`src/rtl/serial_frame_rx.sv`:
```
// serial_frame_rx: start/data/[parity]/stop deserializer sampling din on bit_en strobes (parity via SERIAL_FRAME_RX_PARITY_EN).
// Latency: dout_valid/frame_err one cycle after the stop strobe; DATA_W+1 strobes from start (+1 with parity).
// Backpressure: none; bit_en=0 freezes the frame, result pulses always last exactly one cycle.
module serial_frame_rx #(
  parameter int DATA_W = 8
) (
  input  logic              clk,
  input  logic              rst,
  input  logic              bit_en,
  input  logic              din,
  output logic [DATA_W-1:0] dout,
  output logic              dout_valid,
  output logic              frame_err,
  output logic              busy
);

  localparam int CW = $clog2(DATA_W) + 1;
  localparam logic [CW-1:0] LAST = CW'(DATA_W - 1);

  typedef enum logic [2:0] {
    IDLE,
    DATA,
`ifdef SERIAL_FRAME_RX_PARITY_EN
    PARITY,
`endif
    STOP,
    BREAK
  } state_t;

  state_t            state;
  logic [CW-1:0]     cnt;
  logic [DATA_W-1:0] shreg;
  logic              parity_ok;

`ifdef SERIAL_FRAME_RX_PARITY_EN
  logic par;
  // even parity: data bits plus parity bit must XOR to zero
  assign parity_ok = ~^{shreg, par};
`else
  assign parity_ok = 1'b1;
`endif

  assign busy = (state != IDLE);

  always_ff @(posedge clk) begin
    if (rst) begin
      state      <= IDLE;
      cnt        <= '0;
      shreg      <= '0;
      dout       <= '0;
      dout_valid <= 1'b0;
      frame_err  <= 1'b0;
`ifdef SERIAL_FRAME_RX_PARITY_EN
      par        <= 1'b0;
`endif
    end else begin
      dout_valid <= 1'b0;
      frame_err  <= 1'b0;
      if (bit_en) begin
        case (state)
          IDLE: begin
            if (!din) begin
              state <= DATA;
              cnt   <= '0;
              shreg <= '0;
            end
          end
          DATA: begin
            for (int i = 0; i < DATA_W; i++) begin
              if (cnt == CW'(i)) shreg[i] <= din;
            end
            cnt <= cnt + 1'b1;
            if (cnt == LAST) begin
`ifdef SERIAL_FRAME_RX_PARITY_EN
              state <= PARITY;
`else
              state <= STOP;
`endif
            end
          end
`ifdef SERIAL_FRAME_RX_PARITY_EN
          PARITY: begin
            par   <= din;
            state <= STOP;
          end
`endif
          STOP: begin
            if (din) begin
              if (parity_ok) begin
                dout       <= shreg;
                dout_valid <= 1'b1;
              end else begin
                frame_err  <= 1'b1;
              end
              state <= IDLE;
            end else begin
              // held-low line: flag once, then wait out the break
              frame_err <= 1'b1;
              state     <= BREAK;
            end
          end
          BREAK: begin
            if (din) state <= IDLE;
          end
          default: state <= IDLE;
        endcase
      end
    end
  end

endmodule

```
`config.mk`:
```
export PLATFORM = sky130hd
export DESIGN_NAME = serial_frame_rx
export DESIGN_NICKNAME = d
export VERILOG_FILES = /design/src/rtl/serial_frame_rx.sv
export SDC_FILE = /design/constraint.sdc
export NUM_CORES = 1
export LEC_CHECK = 0
export CORE_MARGIN = 4
export CORE_UTILIZATION = 58
export DETAILED_ROUTE_END_ITERATION = 10
export PLACE_DENSITY_LB_ADDON = 0.3
export RECOVER_POWER = 50
export SYNTH_ARGS = -nofsm -noshare
export SYNTH_HDL_FRONTEND = slang
export SYNTH_SLANG_ARGS = --single-unit
```
`constraint.sdc`:
```
create_clock -name clk -period 3.1 [get_ports clk]
set_input_delay 0.465 -clock clk [delete_from_list [all_inputs] [get_ports clk]]
set_output_delay 0.465 -clock clk [all_outputs]
set_load 0.005 [all_outputs]
```
==> results by group <==
Floorplanning
  – Die Span X: 53.6 um
  – FP Rows: 16
  – Core area: 1960 um^2
  – Die height: 53.6 um
  – Die ar.: 2880 um^2
  – Total I/O pin count: 15
  – Initial Util: 0.615

Synth
  – Syn nets: 156
  – Post-Syn Area per Cell: 8.16 um^2
  – Post-synth top cells: 24 x dfxtp_1, 18 x nand2_1, 11 x inv_1, 11 x nand3_1, 10 x a21oi_1
  – Yosys reg bits: 24
  – Count leader, synth: dfxtp_1
  – Dominant cell type by area after synthesis: dfxtp_1
  – Share of synthesized registers carrying an async set or reset: 0
  – Yosys cell types: 32
  – Post-Synthesis Cells: 148
  – Largest cells by area after synthesis: dfxtp_1 40%, nand2_1 5.6%, o311ai_0 5.1%
  – Post-synth EDFFs: 0
  – Yosys top cell area share: 0.398
  – Sequential cell area fraction in the yosys report: 0.398
  – Mapped Area: 1210 um^2
  – Ys Warns: 0
  – Top FF cell, synth: dfxtp_1

STA
  – Final worst path period share: 0.652
  – Final setup vio count: 0
  – Max Fclk: 495 MHz
  – Worst slew pin tran: 0.729 ns
  – Setup TNS: 0 ns
  – Final hold vios: 0
  – Worst Skew: 0.00360 ns
  – Rel. slew slack: 0.513
  – Max Slew Vio Count: 0
  – RSZ-0062 raised after global routing: no
  – Hold slack: 0.458 ns
  – Min cycle time layout: 2.02 ns

Setup path
  – Slowest-stage cell, CP: clkdlybuf4s50_1
  – Crit-path cells: inv_2 -> nand2_1 -> clkdlybuf4s50_1
  – CP Data Arrival Time: 1.56 ns
  – CP max stage delay: 0.51 ns
  – Worst-path maximum fanout: 10
  – Worst Path Required: 2.63 ns
  – Kind of critical path: register to primary output
  – Endpoint type of the worst setup path: primary output
  – Startpoint types: register

CTS
  – Worst skew pair latency: 0.32 ns
  – Clk root buf: clkbuf_4
  – CTS tree: done
  – TritonCTS Sinks: 24
  – Clock buffer count from CTS: 3
  – CTS Buffer Depth: 2
  – Clk pin slew, worst setup/hold paths: 0.13 ns
  – Cts-stage hold buffer count: 0
  – Post-CTS setup buffers: 0
  – CTS resizes: 0
  – H-tree lvl count: 1

Placement
  – Placed Cells: 179
  – Routability cong.: 0.825
  – Port-buffer cells: 14
  – Post-DP Area: 1340 um^2
  – Hpwl dp: 1830 um

Detailed routing
  – DR pass1 iterations: 4
  – Detail Route Antenna Nets: 0
  – Routed WL: 2530 um
  – WL per Instance: 13.8 um
  – Vias/cell: 5.97
  – Via count: 1093
  – Number of DRC markers in iteration 0: 16
  – Drt drc: 0

Cells and area
  – N_diodes: 0
  – Layout cell share with drive strength beyond 1: 0.0449
  – Layout Cells excl Fill: 183
  – Layout fillers: 179
  – Fin nets: 165
  – Multi-input gate area: 633 um^2
  – FF/Latch Area: 480 um^2
  – Layout area overhead: 15.3%
  – Finished layout cell area: 1390 um^2

Global routing
  – Tot GR Track Use: 0.205
  – Largest net degree at the start of global routing: 17
  – Vias in the first global route: 963
  – First-pass GRT wire length: 4330 um
  – Global route overflow: 0
  – Number of antenna violations at the first check in global routing: 0

Power
  – Seq pwr share: 0.537
  – NetSw: 0.130 mW
  – P per Cell Area: 422 nW/um^2
  – Clock power frac: 0.383
  – Combinational share of power: 0.081
  – Internal: 0.459 mW
  – IR drop worst, VDD: 0.317 mV
  – P_leak: 0.515 nW
  – Sw Share: 0.221

Worst hold path
  – Min-delay worst type: register to register

Status
  – Status: completed

Job
  – Max Cap Viol: 0
## placed cells by master (no fill, tap or decap)
master,instances
and2_1,1
or2b_1,1
nand3_1,11
inv_1,11
a2111o_1,3
or4bb_1,1
o21ai_0,9
o32a_1,1
buf_4,1
and4b_1,1
nand2_1,18
inv_2,1
or4b_1,1
nand4_1,7
and4_1,1
dfxtp_1,24
o311ai_0,7
or4_1,1
nand4b_1,1
a21oi_1,10
clkdlybuf4s50_1,1
o211ai_1,1
clkbuf_4,3
dlygate4sd3_1,13
and2b_1,2
nor4_1,1
ha_1,4
nor3b_1,1
nor2_1,5
nand2b_4,1
bufinv_16,1
nand3b_1,2
a31oi_1,2
nor2b_1,8
## power by group through the flow
| stage | sequential [mW] | combinational [mW] | clock [mW] |
|---|---|---|---|
| after floorplan | 0.321 | 0.0327 | 0 |
| after global placement | 0.322 | 0.0458 | 0 |
| after detailed placement | 0.322 | 0.0474 | 0 |
| after CTS | 0.316 | 0.0478 | 0.229 |
| after global routing | 0.317 | 0.0528 | 0.237 |
| final | 0.316 | 0.0474 | 0.225 |
## state kept, by name (all words and copies together) (netlist names)
| register | count |
|---|---|
| dout_valid | 1 |
| frame_err | 1 |
| shreg | 8 |
| dout | 8 |
| state | 2 |
| cnt | 4 |
## path summary, 6_finish.rpt
| kind | from | endpoint | slack (ns) | cells after the start |
|---|---|---|---|---|
| setup / recovery | state[0]$_SDFFE_PP0P_ | busy | 1.08 | 3 |
| hold / removal | dout[0]$_SDFFE_PP0P_ | dout[0]$_SDFFE_PP0P_ | 0.46 | 2 |
| setup reg to reg | state[0]$_SDFFE_PP0P_ | shreg[4]$_SDFFE_PP0P_ | 1.54 | 3 |
| hold reg to reg | dout[0]$_SDFFE_PP0P_ | dout[0]$_SDFFE_PP0P_ | 0.46 | 2 |
## metrics by stage
step | utilization | power, mW | setup slack [ns]
floorplan | - | 0.354 | 1.68
global route | 0.710 | 0.607 | 0.985
finish | 0.710 | 0.588 | 1.08
global placement | 0.683 | 0.368 | 0.903
CTS | 0.710 | 0.592 | 1.08
detailed placement | 0.683 | 0.370 | 0.846
## logic make-up after synthesis
group | after synthesis | synth area share
simple gates | 64 | 0.301
compound gates | 33 | 0.182
flops | 24 | 0.398
buf+inv | 23 | 0.0777
fa+ha+maj | 4 | 0.0415
## cell type report
type                            count  share of cell area
Sequential cell                    24               0.345
Multi-Input combinational cell    101               0.455
Clock buffer                        3              0.0162
Inverter                           12              0.0323
Tap cell                           27              0.0243
Clock inverter                      1              0.0216
Timing Repair Buffer               15               0.106
## per-layer routing
layer / track usage / routed length [um] / part of all wire / up-vias
met5: 0 / 0 / 0 / -
met2: 0.361 / 1230 / 0.48 / 38
li1: - / - / - / 545
met4: 0.0766 / 40 / 0.016 / 0
met3: 0.0305 / 159 / 0.063 / 7
met1: 0.251 / 1110 / 0.44 / 503
## worst max-delay path, delay by kind of cell, from the launching register on
kind                   cells  cell delay, ns
buffers and inverters      2            0.65
and+or+nand+nor            1            0.09
DFF                        1            0.50
No activity file was read; power rests on OpenSTA's default activity.
